[config.mk]
export PLATFORM = sky130hd
export DESIGN_NAME = mgt_01_div_unit_flat
export DESIGN_NICKNAME = d
export VERILOG_FILES = /design/src/rtl/mgt_01_div_unit_pkg.sv /design/src/rtl/mgt_01_div_unit_if.sv /design/src/rtl/mgt_01_div_unit.sv /design/src/flat_wrapper.sv
export SDC_FILE = /design/constraint.sdc
export NUM_CORES = 1
export LEC_CHECK = 0
export ABC_CLOCK_PERIOD_IN_PS = 3520
export CAP_MARGIN = 20
export CORE_AREA = 2 2 146 148
export DETAILED_ROUTE_END_ITERATION = 6
export DIE_AREA = 0 0 148 150
export GPL_TIMING_DRIVEN = 1
export MAX_ROUTING_LAYER = met4
export PLACE_DENSITY_LB_ADDON = 0.12
export SYNTH_ARGS = -nofsm -noshare
export SYNTH_HDL_FRONTEND = slang
export SYNTH_SLANG_ARGS = --single-unit
[constraint.sdc]
create_clock -name clk_i -period 3.52 [get_ports clk_i]
set_input_delay 0.528 -clock clk_i [delete_from_list [all_inputs] [get_ports clk_i]]
set_output_delay 0.528 -clock clk_i [all_outputs]
set_load 0.05 [all_outputs]
[src/rtl/mgt_01_div_unit_pkg.sv]
// Shared definitions for the iterative divider: the operation encoding
// used by the instruction side and the datapath/FSM types used by modules.

package Instruction_pkg;

    typedef enum logic [1:0] {
        DIV_  = 2'b00,
        DIVU_ = 2'b01,
        REM_  = 2'b10,
        REMU_ = 2'b11
    } div_ops_e;

    // Signed variants need absolute values and sign correction.
    function automatic logic is_signed_op(input div_ops_e op);
        return (op == DIV_) || (op == REM_);
    endfunction

    // Quotient-producing variants; the others return the remainder.
    function automatic logic is_quot_op(input div_ops_e op);
        return (op == DIV_) || (op == DIVU_);
    endfunction

endpackage : Instruction_pkg

package Modules_pkg;

    localparam int XLEN      = 32;
    localparam int DIV_STEPS = XLEN;

    typedef logic [XLEN-1:0] data_u;

    typedef enum logic [2:0] {
        IDLE,
        PREP,
        DIVIDE,
        RESTORE,
        DONE
    } div_state_e;

endpackage : Modules_pkg

[src/rtl/mgt_01_div_unit_if.sv]
// Request/response bundle of the divider: operands and operation in,
// ready/valid handshake and result out.

interface mgt_01_div_unit_if;
    import Instruction_pkg::*;
    import Modules_pkg::*;

    logic     valid_i;
    data_u    dividend_i;
    data_u    divisor_i;
    div_ops_e ops_i;
    logic     ready_o;
    logic     valid_o;
    data_u    result_o;
    logic     div_zero_o;

    // Requester side.
    modport master (
        output valid_i, dividend_i, divisor_i, ops_i,
        input  ready_o, valid_o, result_o, div_zero_o
    );

    // Divider side.
    modport slave (
        input  valid_i, dividend_i, divisor_i, ops_i,
        output ready_o, valid_o, result_o, div_zero_o
    );

endinterface : mgt_01_div_unit_if

[src/rtl/mgt_01_div_unit.sv]
// Iterative radix-2 restoring divider for DIV/DIVU/REM/REMU.
// Normal requests take PREP, XLEN DIVIDE steps, RESTORE and DONE;
// divide-by-zero and signed overflow complete straight from IDLE to DONE.

module mgt_01_div_unit #(
    parameter int XLEN = Modules_pkg::XLEN
) (
    input  logic             clk_i,
    input  logic             rst_n_i,
    input  logic             clk_en_i,
    input  logic             flush_i,
    mgt_01_div_unit_if.slave bus
);
    import Instruction_pkg::*;
    import Modules_pkg::div_state_e;
    import Modules_pkg::IDLE;
    import Modules_pkg::PREP;
    import Modules_pkg::DIVIDE;
    import Modules_pkg::RESTORE;
    import Modules_pkg::DONE;
    import Modules_pkg::DIV_STEPS;

    localparam logic [XLEN-1:0] MIN_NEG   = {1'b1, {(XLEN-1){1'b0}}};
    localparam logic [4:0]      LAST_STEP = 5'(DIV_STEPS - 1);

    div_state_e      state_q, state_d;
    div_ops_e        op_q, op_d;
    logic [XLEN-1:0] dividend_q, dividend_d;   // dividend, then quotient bits shift in
    logic [XLEN-1:0] divisor_q, divisor_d;
    logic [XLEN:0]   rem_q, rem_d;             // partial remainder, one guard bit
    logic [XLEN-1:0] result_q, result_d;
    logic [4:0]      cnt_q, cnt_d;
    logic            neg_quot_q, neg_quot_d;
    logic            neg_rem_q, neg_rem_d;
    logic            div_zero_q, div_zero_d;

    logic [XLEN:0]   rem_shift;
    logic [XLEN:0]   rem_diff;
    logic [XLEN-1:0] quot_fix;
    logic [XLEN-1:0] rem_fix;

    // One restoring step: shift in the next dividend bit, trial-subtract.
    assign rem_shift = (XLEN+1)'({rem_q, dividend_q[XLEN-1]});
    assign rem_diff  = rem_shift - {1'b0, divisor_q};

    // Sign-corrected quotient and remainder for the RESTORE state.
    assign quot_fix = neg_quot_q ? -dividend_q : dividend_q;
    assign rem_fix  = neg_rem_q ? -rem_q[XLEN-1:0] : rem_q[XLEN-1:0];

    // Next-state and datapath update; flush wins, clk_en_i low holds everything.
    always_comb begin
        // NOTE: every _d defaults to its _q first so no path can infer a latch.
        state_d    = state_q;
        op_d       = op_q;
        dividend_d = dividend_q;
        divisor_d  = divisor_q;
        rem_d      = rem_q;
        result_d   = result_q;
        cnt_d      = cnt_q;
        neg_quot_d = neg_quot_q;
        neg_rem_d  = neg_rem_q;
        div_zero_d = div_zero_q;

        if (flush_i) begin
            state_d = IDLE;
            cnt_d   = '0;
        end else if (clk_en_i) begin
            unique case (state_q)
                IDLE: begin
                    if (bus.valid_i) begin
                        op_d       = bus.ops_i;
                        dividend_d = bus.dividend_i;
                        divisor_d  = bus.divisor_i;
                        div_zero_d = 1'b0;
                        if (bus.divisor_i == '0) begin
                            div_zero_d = 1'b1;
                            result_d   = is_quot_op(bus.ops_i) ? '1 : bus.dividend_i;
                            state_d    = DONE;
                        end else if (is_signed_op(bus.ops_i) && (bus.dividend_i == MIN_NEG)
                                     && (bus.divisor_i == '1)) begin
                            result_d = is_quot_op(bus.ops_i) ? MIN_NEG : '0;
                            state_d  = DONE;
                        end else begin
                            state_d = PREP;
                        end
                    end
                end
                PREP: begin
                    neg_quot_d = is_signed_op(op_q) & (dividend_q[XLEN-1] ^ divisor_q[XLEN-1]);
                    neg_rem_d  = is_signed_op(op_q) & dividend_q[XLEN-1];
                    if (is_signed_op(op_q) && dividend_q[XLEN-1]) dividend_d = -dividend_q;
                    if (is_signed_op(op_q) && divisor_q[XLEN-1])  divisor_d  = -divisor_q;
                    rem_d   = '0;
                    cnt_d   = '0;
                    state_d = DIVIDE;
                end
                DIVIDE: begin
                    if (rem_diff[XLEN]) begin
                        rem_d      = rem_shift;
                        dividend_d = {dividend_q[XLEN-2:0], 1'b0};
                    end else begin
                        rem_d      = rem_diff;
                        dividend_d = {dividend_q[XLEN-2:0], 1'b1};
                    end
                    cnt_d = cnt_q + 5'd1;
                    if (cnt_q == LAST_STEP) state_d = RESTORE;
                end
                RESTORE: begin
                    result_d = is_quot_op(op_q) ? quot_fix : rem_fix;
                    cnt_d    = '0;
                    state_d  = DONE;
                end
                DONE: begin
                    state_d = IDLE;
                end
                default: begin
                    state_d = IDLE;
                end
            endcase
        end
    end

    // State and datapath registers, all cleared by the asynchronous reset.
    always_ff @(posedge clk_i or negedge rst_n_i) begin
        // NOTE: non-blocking assignments so every flop samples pre-edge values.
        if (!rst_n_i) begin
            state_q    <= IDLE;
            op_q       <= DIV_;
            dividend_q <= '0;
            divisor_q  <= '0;
            rem_q      <= '0;
            result_q   <= '0;
            cnt_q      <= '0;
            neg_quot_q <= 1'b0;
            neg_rem_q  <= 1'b0;
            div_zero_q <= 1'b0;
        end else begin
            state_q    <= state_d;
            op_q       <= op_d;
            dividend_q <= dividend_d;
            divisor_q  <= divisor_d;
            rem_q      <= rem_d;
            result_q   <= result_d;
            cnt_q      <= cnt_d;
            neg_quot_q <= neg_quot_d;
            neg_rem_q  <= neg_rem_d;
            div_zero_q <= div_zero_d;
        end
    end

    assign bus.ready_o    = (state_q == IDLE);
    assign bus.valid_o    = (state_q == DONE);
    assign bus.result_o   = result_q;
    assign bus.div_zero_o = div_zero_q;

endmodule : mgt_01_div_unit
[src/flat_wrapper.sv]
// flat-port wrapper written by rule: the top's interface ports become plain ports
module mgt_01_div_unit_flat import Instruction_pkg::*; import Modules_pkg::div_state_e; import Modules_pkg::IDLE; import Modules_pkg::PREP; import Modules_pkg::DIVIDE; import Modules_pkg::RESTORE; import Modules_pkg::DONE; import Modules_pkg::DIV_STEPS;
#(
    parameter int XLEN = Modules_pkg::XLEN
)
  (clk_i, rst_n_i, clk_en_i, flush_i, bus_valid_i, bus_dividend_i, bus_divisor_i, bus_ops_i, bus_ready_o, bus_valid_o, bus_result_o, bus_div_zero_o);
  mgt_01_div_unit_if bus_i ();
  input  logic clk_i;
  input  logic rst_n_i;
  input  logic clk_en_i;
  input  logic flush_i;
  input wire logic [$bits(bus_i.valid_i)-1:0] bus_valid_i;
  input wire logic [$bits(bus_i.dividend_i)-1:0] bus_dividend_i;
  input wire logic [$bits(bus_i.divisor_i)-1:0] bus_divisor_i;
  input wire logic [$bits(bus_i.ops_i)-1:0] bus_ops_i;
  output wire logic [$bits(bus_i.ready_o)-1:0] bus_ready_o;
  output wire logic [$bits(bus_i.valid_o)-1:0] bus_valid_o;
  output wire logic [$bits(bus_i.result_o)-1:0] bus_result_o;
  output wire logic [$bits(bus_i.div_zero_o)-1:0] bus_div_zero_o;
  assign bus_i.valid_i = bus_valid_i;
  assign bus_i.dividend_i = bus_dividend_i;
  assign bus_i.divisor_i = bus_divisor_i;
  assign bus_i.ops_i = bus_ops_i;
  assign bus_ready_o = bus_i.ready_o;
  assign bus_valid_o = bus_i.valid_o;
  assign bus_result_o = bus_i.result_o;
  assign bus_div_zero_o = bus_i.div_zero_o;
  mgt_01_div_unit #(.XLEN(XLEN)) u_core (.clk_i(clk_i), .rst_n_i(rst_n_i), .clk_en_i(clk_en_i), .flush_i(flush_i), .bus(bus_i));
endmodule
==> results.sh <==
export IMPL_drv_cap=0
export IMPL_status="complete, no violations"
export IMPL_synth_area_um2=10800
export IMPL_clk_latency_ps=440
export IMPL_dp_hpwl_um=27200
export IMPL_first_global_vias=10664
export IMPL_synth_net_count=1484
export IMPL_core_um2=20700
export IMPL_drtPass1Iterations=6
export IMPL_avgRoutedWirePerCell_um=20.7
export IMPL_gp_congestion=0.969
export IMPL_grt_first_pass_wirelength_um=57800
export IMPL_drtIter0Drc=1028
export IMPL_boundaryPins=106
export IMPL_setup_tns_ps=0
export IMPL_most_common_layout_cells="nand2_1 (188), o21ai_0 (177), dfrtp_1 (141)"
export IMPL_cts_htree_levels=4
export IMPL_ys_types=63
export IMPL_clk_path_buf_depth=2
export IMPL_setup_violations=0
export IMPL_start_util_pct=52.4
export IMPL_avgViaCountPerCell=6.45
export IMPL_drive_above_1_share_pct=9.64
export IMPL_cts_tree="done"
export IMPL_min_period_ps=3400
export IMPL_r2r_start="u_core.dividend_q[0]$_DFFE_PN0P_"
export IMPL_relSlewSlack_pct=37.6
export IMPL_antenna_found_initial=0
export IMPL_finalClockSkew_ps=11.3
export IMPL_clkTransAtPathRegs_ps=70
export IMPL_route_detailed_drc=0
export IMPL_p_clk_share_pct=27.7
export IMPL_avgSynthCellArea_um2=7.88
export IMPL_ir_drop_mv=0.332
export IMPL_swShare_pct=40.8
export IMPL_fillers=1847
export IMPL_grtUsageTotal_pct=34.2
export IMPL_grt_overflow=0
export IMPL_dieArea_um2=22200
export IMPL_rrSetupSlack_ps=120
export IMPL_cts_sinks=141
export IMPL_routed_wl_um=36800
export IMPL_fmax_ghz=0.294
export IMPL_p_sw_mw=2.95
export IMPL_async_flop_share_pct=100
export IMPL_numPortBuffers=105
export IMPL_r2r_end="u_core.bus.result_o[30]$_DFFE_PN0P_"
export IMPL_crit_arrival_ps=3720
export IMPL_via_count=11467
export IMPL_path_class="reg2reg"
export IMPL_r2r_cells=12
export IMPL_synth_seq_cells=141
export IMPL_critical_path_required_ps=3840
export IMPL_rsz0062_at_grt="false"
export IMPL_fin_nets=1600
export IMPL_die_height_um=150
export IMPL_syn_inst=1375
export IMPL_drv_slew=0
export IMPL_intPower_mw=4.28
export IMPL_setup_worst_path_start_class="flip-flop"
export IMPL_powerDensity_nw_per_um2=546
export IMPL_seq_area_frac_synth_pct=32.6
export IMPL_hold_path_class="in2async"
export IMPL_final_common_cell="nand2_1"
export IMPL_synth_warnings=0
export IMPL_num_rows=53
export IMPL_cts_root_buf="clkbuf_16"
export IMPL_final_hold_viol_count=0
export IMPL_setup_ws_ps=119
export IMPL_ant_nets=0
export IMPL_antenna_cells=0
export IMPL_crit_path_end_kind="flip-flop"
export IMPL_synth_main_ff_cell="dfrtp_1"
export IMPL_power_frac_comb_pct=39.6
export IMPL_die_x_um=148
export IMPL_area_delta_synth_final_pct=22.2
export IMPL_cp_max_fo=6
export IMPL_seqPwrFrac_pct=32.7
export IMPL_grt_max_degree=57
export IMPL_max_slew_worst_pin_slew_ps=936
export IMPL_leakage_nw=5.69
export IMPL_period_share_pct=96.6
export IMPL_numCtsBuffers=17
export IMPL_synth_edff_count=0
export IMPL_place_ws_ps=58.4
## metal layers
layer  vias to the layer above  global-route usage (%)  part of all wire (%)
li1                       5288                       -                     -
met1                      5519                    44.2                    41
met2                       544                    52.6                    46
met3                       116                    5.91                   8.0
met4                         0                    15.8                   5.0
met5                         -                       -                     0
## power groups by stage
| stage | registers [mW] | logic, mW | clock network, mW |
|---|---|---|---|
| 3_3_place_gp | 2.36 | 2.76 | 0 |
| 2_1_floorplan | 2.33 | 1.86 | 0 |
| 6_report | 2.36 | 2.86 | 2.00 |
| 5_1_grt | 2.40 | 3.15 | 2.08 |
| 3_5_place_dp | 2.36 | 2.80 | 0 |
| 4_1_cts | 2.34 | 2.82 | 2.01 |
## cell families after synthesis
group / count (synthesis) / share of synthesized area, %
xor+xnor: 94 / 7.60
fa+ha+maj: 38 / 4.46
mux: 12 / 1.20
flops: 141 / 32.6
buf+inv: 134 / 4.65
compound gates: 461 / 26.9
simple gates: 495 / 22.7
## worst max-delay path: stages (launching register included)
cell and delay (ps):
dfrtp_1 400, inv_1 90, ha_1 200, or3b_2 470, or4_4 450, or2_1 300, or3_4 410, or3_1 390
nand2_1 100, xor2_1 150, nor2_1 60, a211oi_2 200, o21ai_1 80
## synth_stat cells, types with 5 or more instances
| cell type | count | share of area, % |
|---|---|---|
| or2_2 | 7 | 0.40 |
| o221ai_1 | 13 | 1.1 |
| and2_1 | 5 | 0.29 |
| o22ai_1 | 8 | 0.46 |
| inv_1 | 51 | 1.8 |
| a221o_1 | 11 | 1.0 |
| ha_1 | 37 | 4.3 |
| nand3_1 | 18 | 0.83 |
| nor2b_1 | 7 | 0.40 |
| dfrtp_1 | 141 | 33 |
| clkbuf_1 | 81 | 2.8 |
| nor4_1 | 22 | 1.3 |
| o21ai_0 | 178 | 8.2 |
| a221oi_1 | 38 | 3.1 |
| a32oi_1 | 9 | 0.73 |
| nor3_1 | 33 | 1.5 |
| nand2b_1 | 16 | 0.92 |
| o211ai_1 | 10 | 0.69 |
| a31oi_1 | 10 | 0.58 |
| xor2_1 | 53 | 4.3 |
| o41ai_1 | 8 | 0.65 |
| a21o_1 | 25 | 1.7 |
| a211oi_1 | 7 | 0.48 |
| or3_4 | 5 | 0.52 |
| a22oi_1 | 5 | 0.35 |
| nor2_1 | 81 | 2.8 |
| nand2_1 | 188 | 6.5 |
| or3_1 | 33 | 1.9 |
| or4_1 | 8 | 0.55 |
| and3_1 | 7 | 0.40 |
| nor3b_1 | 30 | 2.1 |
| mux2_2 | 8 | 0.83 |
| xnor2_1 | 41 | 3.3 |
| nand4_1 | 22 | 1.3 |
| a21oi_1 | 90 | 4.2 |
| o31ai_1 | 18 | 1.2 |
## stage by stage
stage / std cells / cell area [um^2] / power [mW] / hold slack (ps) / utilization (%)
after floorplan: 1375 / 10800 / 4.19 / 232 / -
final: 1779 / 13200 / 7.22 / 45.3 / 64.0
after CTS: 1779 / 13200 / 7.18 / 72.2 / 63.8
after global placement: 1747 / 12600 / 5.11 / 453 / 60.7
after global routing: 1779 / 13200 / 7.63 / 99.9 / 64.0
after detailed placement: 1747 / 12600 / 5.16 / 456 / 60.7
## cell type report
cell class                      count  area [um^2]  share of cell area [%]
Multi-Input combinational cell   1100         6880                    52.0
Sequential cell                   141         3530                    26.7
Timing Repair Buffer              180         1650                    12.5
Clock buffer                       20          457                    3.45
Tap cell                          275          344                    2.60
Inverter                           51          191                    1.45
Clock inverter                     12          183                    1.38
## timing repair
action,4_1_cts,5_1_grt
setup buffers,0,0
hold buffers,0,0
resized for setup,0,8
endpoints found under the setup margin,0,36
endpoints found under the hold margin,0,0
## state kept, by name, indices dropped and copies added (netlist names)
name	cells
u_core.bus.div_zero_o	1
u_core.dividend_q	32
u_core.op_q	2
u_core.cnt_q	5
u_core.bus.result_o	32
u_core.divisor_q	32
u_core.neg_rem_q	1
u_core.neg_quot_q	1
u_core.rem_q	32
u_core.state_q	3
## worst max-delay path by stage
stage	end	depth (start not counted)	from	slack (ps)
after CTS	u_core.bus.result_o[30]$_DFFE_PN0P_	12	u_core.dividend_q[0]$_DFFE_PN0P_	50
after floorplan	u_core.bus.result_o[30]$_DFFE_PN0P_	12	u_core.dividend_q[1]$_DFFE_PN0P_	220
after global placement	u_core.bus.result_o[30]$_DFFE_PN0P_	12	u_core.dividend_q[0]$_DFFE_PN0P_	90
after global routing	u_core.bus.result_o[30]$_DFFE_PN0P_	12	u_core.dividend_q[0]$_DFFE_PN0P_	2
final	u_core.bus.result_o[30]$_DFFE_PN0P_	12	u_core.dividend_q[0]$_DFFE_PN0P_	120
after detailed placement	u_core.bus.result_o[30]$_DFFE_PN0P_	12	u_core.dividend_q[0]$_DFFE_PN0P_	60
Power figures use the tool's default switching activity.
